==> src/rtl/dm_lsu_pkg.sv <==
// dm_lsu_pkg: shared widths, size encodings, FSM states and request legality check.
package dm_lsu_pkg;
  localparam int DATA_W = 32;
  localparam int ADDR_W = 12;
  localparam logic [1:0] SZ_BYTE = 2'b00;
  localparam logic [1:0] SZ_HALF = 2'b01;
  localparam logic [1:0] SZ_WORD = 2'b10;
  typedef enum logic [2:0] {IDLE, RD, CAP, MERGE, WR, ERR} state_t;
  function automatic logic bad_req(input logic [1:0] size, input logic [1:0] off);
    return size == 2'b11 || (size == SZ_HALF && off[0]) || (size == SZ_WORD && off != 2'b00);
  endfunction
endpackage

==> src/rtl/dm_lsu_align.sv <==
// dm_lsu_align: little-endian lane extract with zero/sign extension, and sub-word store merge.
module dm_lsu_align
  import dm_lsu_pkg::*;
#(
  parameter int DATA_W = dm_lsu_pkg::DATA_W
) (
  input  logic [DATA_W-1:0] rdata,
  input  logic [DATA_W-1:0] wdata,
  input  logic [1:0]        size,
  input  logic [1:0]        lane,
  input  logic              sgn,
  output logic [DATA_W-1:0] load_data,
  output logic [DATA_W-1:0] merged
);
  logic [7:0]  b;
  logic [15:0] h;
  assign b = rdata[8*lane +: 8];
  assign h = rdata[16*lane[1] +: 16];
  always_comb begin
    load_data = size == SZ_BYTE ? {{(DATA_W-8){sgn & b[7]}}, b}
              : size == SZ_HALF ? {{(DATA_W-16){sgn & h[15]}}, h} : rdata;
    merged = rdata;
    if (size == SZ_BYTE) merged[8*lane +: 8] = wdata[7:0];
    else if (size == SZ_HALF) merged[16*lane[1] +: 16] = wdata[15:0];
  end
endmodule

==> src/rtl/dm_lsu.sv <==
// dm_lsu: single-port data-memory load/store unit; sub-word stores are read-modify-write.
module dm_lsu
  import dm_lsu_pkg::*;
#(
  parameter int DATA_W = dm_lsu_pkg::DATA_W,
  parameter int ADDR_W = dm_lsu_pkg::ADDR_W
) (
  input  logic              clk,
  input  logic              reset,
  input  logic              req_valid,
  output logic              req_ready,
  input  logic              req_we,
  input  logic [1:0]        req_size,
  input  logic              req_signed,
  input  logic [ADDR_W+1:0] req_addr,
  input  logic [DATA_W-1:0] req_wdata,
  output logic              rsp_valid,
  output logic [DATA_W-1:0] rsp_rdata,
  output logic              rsp_err,
  output logic              enable_mem,
  output logic              enable_fetch,
  output logic              enable_writeback,
  output logic [ADDR_W-1:0] dm_in_address,
  output logic [ADDR_W-1:0] dm_out_address,
  output logic [DATA_W-1:0] dm_wdata,
  input  logic [DATA_W-1:0] dm_rdata
);
  state_t            state, next;
  logic              we_q, sgn_q;
  logic [1:0]        size_q, lane_q;
  logic [ADDR_W-1:0] addr_q;
  logic [DATA_W-1:0] wbuf, load_data, merged;

  dm_lsu_align #(.DATA_W(DATA_W)) u_align (
    .rdata(dm_rdata), .wdata(wbuf), .size(size_q), .lane(lane_q), .sgn(sgn_q),
    .load_data(load_data), .merged(merged)
  );

  always_comb begin
    next = state;
    case (state)
      IDLE:  if (req_valid) next = bad_req(req_size, req_addr[1:0]) ? ERR
                                 : (req_we && req_size == SZ_WORD) ? WR : RD;
      RD:    next = we_q ? MERGE : CAP;
      MERGE: next = WR;
      default: next = IDLE;
    endcase
    req_ready        = state == IDLE && !reset;
    enable_fetch     = state == RD;
    enable_writeback = state == WR;
    enable_mem       = enable_fetch || enable_writeback;
    dm_in_address    = addr_q;
    dm_out_address   = addr_q;
    dm_wdata         = state == WR ? wbuf : '0;
  end

  // wbuf holds store data; for sub-word stores MERGE overwrites it with the merged word
  always_ff @(posedge clk or posedge reset) begin
    if (reset) begin
      state     <= IDLE;
      we_q      <= 1'b0;
      sgn_q     <= 1'b0;
      size_q    <= SZ_BYTE;
      lane_q    <= 2'b00;
      addr_q    <= '0;
      wbuf      <= '0;
      rsp_valid <= 1'b0;
      rsp_err   <= 1'b0;
      rsp_rdata <= '0;
    end else begin
      state     <= next;
      rsp_valid <= state == CAP || state == WR || state == ERR;
      rsp_err   <= state == ERR;
      rsp_rdata <= state == CAP ? load_data : '0;
      if (req_valid && state == IDLE) begin
        we_q   <= req_we;
        sgn_q  <= req_signed;
        size_q <= req_size;
        lane_q <= req_addr[1:0];
        addr_q <= req_addr[ADDR_W+1:2];
        wbuf   <= req_wdata;
      end
      if (state == MERGE) wbuf <= merged;
    end
  end
endmodule
==> config.mk <==
export PLATFORM = sky130hd
export DESIGN_NAME = dm_lsu
export DESIGN_NICKNAME = d
export VERILOG_FILES = /design/src/rtl/dm_lsu_pkg.sv /design/src/rtl/dm_lsu_align.sv /design/src/rtl/dm_lsu.sv
export SDC_FILE = /design/constraint.sdc
export NUM_CORES = 1
export LEC_CHECK = 0
export BUFFER_PORTS_ARGS = -buffer_cell sky130_fd_sc_hd__buf_2
export CAP_MARGIN = 10
export CORE_ASPECT_RATIO = 2
export CORE_MARGIN = 5
export CORE_UTILIZATION = 52
export CTS_BUF_LIST = sky130_fd_sc_hd__clkbuf_4 sky130_fd_sc_hd__clkbuf_8
export DETAILED_ROUTE_END_ITERATION = 10
export PLACE_DENSITY = 0.94
export SLEW_MARGIN = 5
export SYNTH_ARGS = -nofsm -noshare
export SYNTH_HDL_FRONTEND = slang
export SYNTH_SLANG_ARGS = --single-unit
==> constraint.sdc <==
create_clock -name clk -period 3.8 [get_ports clk]
set_input_delay 0.57 -clock clk [delete_from_list [all_inputs] [get_ports clk]]
set_output_delay 0.57 -clock clk [all_outputs]
set_load 0.01 [all_outputs]
## Yosys cells after proc, flatten, opt, wreduce, memory -nomap -nowiden

Index checks and enable logic that the tools add are counted.

| word-level totals | value |
|---|---|
| bits in registers | 87 |
| bits in latches | 0 |
| memories kept | 0 |
| memory bits (read-only) | 0 |
| input port bits | 85 |
| memory bits (writable) | 0 |
| logic and storage cells | 60 |

| cells by class | value |
|---|---|
| order comparisons | 0 |
| eq/ne operators | 10 |
| mux-type cells | 15 |
| multipliers | 0 |
| shifts and indexed selects | 6 |
| reduce and logical (&&, ||, !) cells | 15 |
| div/mod/pow operators | 0 |
| add/sub/neg operators | 2 |
| bitwise gates (word level) | 2 |

Operators with widths:

| kind | number |
|---|---|
| 32-bit 2-to-1 mux | 8 |
| 5-bit negation with 34-bit output | 2 |
| 32-bit bitwise mux | 2 |
| 16-bit by 34-bit variable shift with 32-bit output (first input constant) | 1 |
| 8-bit by 34-bit variable shift with 32-bit output (first input constant) | 1 |
| 16-bit by 34-bit indexed part select with 32-bit output | 1 |
| 8-bit by 34-bit indexed part select with 32-bit output | 1 |
| 32-bit by 6-bit indexed part select with 16-bit output | 1 |
| 32-bit by 6-bit indexed part select with 8-bit output | 1 |
| 3-bit 2-to-1 mux | 3 |
| 3-bit one-hot mux with 3 select lines | 1 |
| 3-bit by 2-bit == test with 1-bit output (second input constant) | 2 |
| 3-bit == test (second input constant) | 2 |
| 1-bit logical AND | 5 |
| 1-bit logical OR | 5 |
| 2-bit by 1-bit == test with 1-bit output (second input constant) | 2 |
| 2-bit == test (second input constant) | 2 |
| 2-bit nonzero test | 2 |
| 3-bit by 1-bit == test with 1-bit output (second input constant) | 1 |
| 3-bit zero test | 1 |
| 1-bit bitwise AND | 2 |
| 2-bit zero test | 1 |
| 2-bit inequality test (second input constant) | 1 |
| 1-bit zero test | 1 |
| 1-bit 2-to-1 mux | 1 |

## Logic depth before layout (Yosys ltp)

| depth | value |
|---|---|
| depth in word-level cells | 7 |
| mapped depth | 7 |
| mapped depth without buffers | 6 |

## Cells and area by module

From an unflattened synthesis, not the netlist that was laid out.

| unflattened totals | value |
|---|---|
| cell total of the unflattened synthesis | 541 |
| area, all modules | 5464.0 sq um |

Modules (own cells, without submodules):

| module | instances | cells an instance | area each (sq um) | seq. area each (sq um) |
|---|---|---|---|---|
| dm_lsu | 1 | 325 | 3748.6 | 2177.1 |
| dm_lsu_align | 1 | 216 | 1715.4 | 0.0 |

## Worst setup path after synthesis

Ideal clock, no wire load.

| timing | value |
|---|---|
| path kind | register to output |
| start point | reg state[0] |
| end point | out dm_wdata[22] |
| data required time | 3230 ps |
| cell stages (with the launch flop) | 5 |
| path buffers | 2 |
| setup slack | 1765 ps |
| arrival time | 1465 ps |
| cell sequence | dfrtp_1 -> buf_2 -> nor3_1 -> clkbuf_1 -> and2_1 |

| between the ends | value |
|---|---|
| cells in the longest elaborated chain, start to end | 2 |

Ends and longest elaborated chain:

| what | line | text |
|---|---|---|
| start: declaration | dm_lsu.sv:28 | `state_t state, next;` |
| start signal: assignment | dm_lsu.sv:71 | `state <= next;` |
| 3-bit == test | - |  |
| net enable_writeback | dm_lsu.sv:22 | `output logic enable_writeback,` |
| 32-bit 2-to-1 mux | dm_lsu.sv:54 | `dm_wdata = state == WR ? wbuf : '0;` |
| end: declaration | dm_lsu.sv:25 | `output logic [DATA_W-1:0] dm_wdata,` |

The timed path passes the listed nets, and every way through them passes these cells.

## Worst setup path in the final report

| timing | value |
|---|---|
| start point | reg size_q[1] |
| end point | reg rsp_rdata[14] |

| between the ends | value |
|---|---|
| cells in the longest elaborated chain, start to end | 4 |

Ends and longest elaborated chain:

| what | line | text |
|---|---|---|
| start: declaration | dm_lsu.sv:30 | `logic [1:0] size_q, lane_q;` |
| start signal: assignment | dm_lsu.sv:78 | `size_q <= req_size;` |
| 2-bit by 1-bit == test with 1-bit output | dm_lsu_align.sv:21 | `: size == SZ_HALF ? {{(DATA_W-16){sgn & h[15]}}, h} : rdata;` |
| 32-bit 2-to-1 mux | dm_lsu_align.sv:21 |  |
| 32-bit 2-to-1 mux (*) | dm_lsu_align.sv:20 | `load_data = size == SZ_BYTE ? {{(DATA_W-8){sgn & b[7]}}, b}` |
| 32-bit 2-to-1 mux (*) | dm_lsu.sv:74 | `rsp_rdata <= state == CAP ? load_data : '0;` |
| end signal: assignment | dm_lsu.sv:74 |  |
| end: declaration | dm_lsu.sv:18 | `output logic [DATA_W-1:0] rsp_rdata,` |

Mark *: on every way between the ends. The rest lies on a longest branch, timed or not.
A chain may end at the register's enable or synchronous reset.

==> out/results.ini <==
[synthesis]
synthCells = 500
ys_async_sr_fraction_pct = 100
synth-compound-area-share_pct = 18.5
yosys.area_share.simple_pct = 15.5
syn_area_per_cell_um2 = 9.93
synth_top_area_cell = dfrtp_1
ys_seq_area_share_pct = 43.8
synth.mux.area_fraction_pct = 12.7
syn_nets = 590
synthAdderAreaFrac_pct = 1.26
syn-cell-area_mm2 = 0.00497
synth_warnings = 0
netlist_top_cells_area = dfrtp_1 (44%), mux2_2 (5.2%), nand2_1 (4.4%)
synth_top_family_by_area = compound AO/OA/AOI/OAI gates
ys_ff_latch = 87
ys.flop_type = dfrtp_1
synth_top_area_share_pct = 43.8
synth_edf_count = 0
synth_cell_types = 44
yosys.area_share.xor_xnor_pct = 0

[clock_tree]
cts_tree = yes
htreeDepth = 3
cts_buffers = 9
post_cts_buffers = 0
clk_path_buf_depth = 2
cts_resized = 0
clockRootBuffer = clkbuf_8
hold_buffers = 0
clk_latency_ns = 0.37
cts.sinks = 87
clk_pin_slew_ns = 0.08

[timing]
slew_violations = 0
finalSetupViolCount = 0
clock.fmax_mhz = 382
period_share_pct = 68.9
tightest_slew_ns = 1.15
slew_headroom_pct = 23.4
rsz0062_at_grt = false
setup-tns-final_ns = 0
final.min_clock_period_ns = 2.62
skew_ns = 0.00776
final-hold-violation-count = 0

[grt]
grt_use_total_pct = 27.1
antenna_found_initial = 0
grt_max_degree = 58
gr-total-overflow = 0
first_global_vias = 4595
grt_pass1_wl_um = 24000

[critical_path]
crit_chain = or2_1 > buf_4 > a21o_1 > nand2_1 > a31oi_1
reg2reg_from = size_q[1]
startpoint_type = register
crit_path_start = size_q[1]
reg2reg_depth = 5
critPathCaptureType = register
slowest_stage = dfrtp_1
cp.required_ns = 4.08
cp_slowest_stage_delay_ns = 0.84
crit_family = simple AND/OR/NAND/NOR gates
cp.buffers_inverters = 1
crit_type = register to register
crit_arrival_ns = 2.90
worst-path-max-fanout = 29
path_depth = 5

[finish]
postLayoutCoreUtil_pct = 63.2
drive_gt1_share_pct = 37.2
final_common_cell = buf_2
fin_nets = 736
layout_common_cells = buf_2 (178), dfrtp_1 (87), nand2_1 (58), a21oi_1 (35), and2_1 (33)
areaGrowthSynthToFinish_pct = 19.5

[detailed_routing]
highest_layer = met4
wirelength_um = 15800
wl_met1_um = 5230
vias = 4677
ant_nets = 0
first_iter_violations = 657
wl_met3_um = 1330
wl_per_cell_um = 20.9
via_per_inst = 6.19
wl_met2_um = 8110
drc = 0
drt_first_pass_iters = 6

[pwr]
p_per_area_mw_per_mm2 = 758
p_leak_nw = 3.01
ir_worst_vdd_mv = 0.508

[place]
dp_hpwl_um = 12200
numPortBuffers = 178
gp_congestion = 0.954

[floorplanning]
die_area_mm2 = 0.0117
fp.dieW_um = 79.1
core_mm2 = 0.00938
rows = 50
boundaryPins = 179
dieHeight_um = 148
start_util_pct = 52.9

[min_path]
min_path_type = input pin to asynchronous set/reset pin

[outcome]
status = complete, no violations

[job]
drv_cap = 0

[synth_stat cells, types with 2 or more instances]
library cell  count
a211oi_1         16
a21oi_1          35
a221oi_1         17
a311o_1           8
a311oi_1          8
a31oi_1           8
and2_1           33
and3b_1           2
buf_2            18
buf_4            15
buf_6             4
clkbuf_1         11
dfrtp_1          87
ha_1              5
inv_1            29
mux2_2           23
mux2i_1          19
mux4_2            8
nand2_1          58
nand2b_1          2
nand3b_1          2
nor2_1           27
nor2b_1          10
nor3_1            3
nor3b_1           4
o21ai_0          13
o22ai_2           2
o31ai_1           8
o41ai_1           9
or2_2             2
[per-layer routing]
layer  GRT usage, %  vias up
li1               -     2077
met1           29.4     2188
met2           47.2      328
met3           5.03       84
met4           17.7        0
met5              0        -
[stage by stage]
stage	cell area, um^2	instances	total power, mW	worst slack (ns)	hold slack, ns
2_1_floorplan	4970	500	3.25	0.980	0.455
3_3_place_gp	5740	738	3.80	1.46	0.490
3_5_place_dp	5740	738	3.89	1.32	0.497
4_1_cts	5920	754	4.48	1.30	0.410
5_1_grt	5930	755	4.78	1.06	0.413
6_report	5930	756	4.50	1.18	0.381
[cell families (layout without fill, tap and decap cells)]
group | Yosys count | in the layout
adder cells (fa/ha/maj) | 5 | 5
other | 0 | 1
AO/OA/AOI/OAI | 129 | 129
AND/OR/NAND/NOR | 150 | 150
multiplexers | 50 | 50
buffers and inverters | 79 | 230
flip-flops | 87 | 87
[power breakdown]
group | internal [mW] | total (mW) | switching, mW
clock network | 0.258 | 0.597 | 0.338
logic | 0.948 | 2.20 | 1.26
registers | 1.31 | 1.70 | 0.383
[worst paths after layout]
path                            endpoint  slack, ns
max                        rsp_rdata[14]       1.18
min                             state[0]       0.38
max reg2reg                rsp_rdata[14]       1.18
min reg2reg                      wbuf[9]       0.52
max in group asynchronous  rsp_rdata[22]       2.50
min in group clk                   sgn_q       0.42
[state kept, by name, indices dropped and copies added, names as in the netlist]
register	cells
size_q	2
state	3
rsp_valid	1
lane_q	2
wbuf	32
rsp_err	1
dm_in_address	12
rsp_rdata	32
we_q	1
sgn_q	1
[layout make-up]
class                   count  area, um^2
fillers                   767        3450
multi-input cells         334        2390
flip-flops and latches     87        2180
repair buffers            185         943
clock buffers              10         138
well taps                 104         130
inverters                  29         110
clock inverters             6        43.8
diodes                      1        2.50
Power figures use the tool's default switching activity.
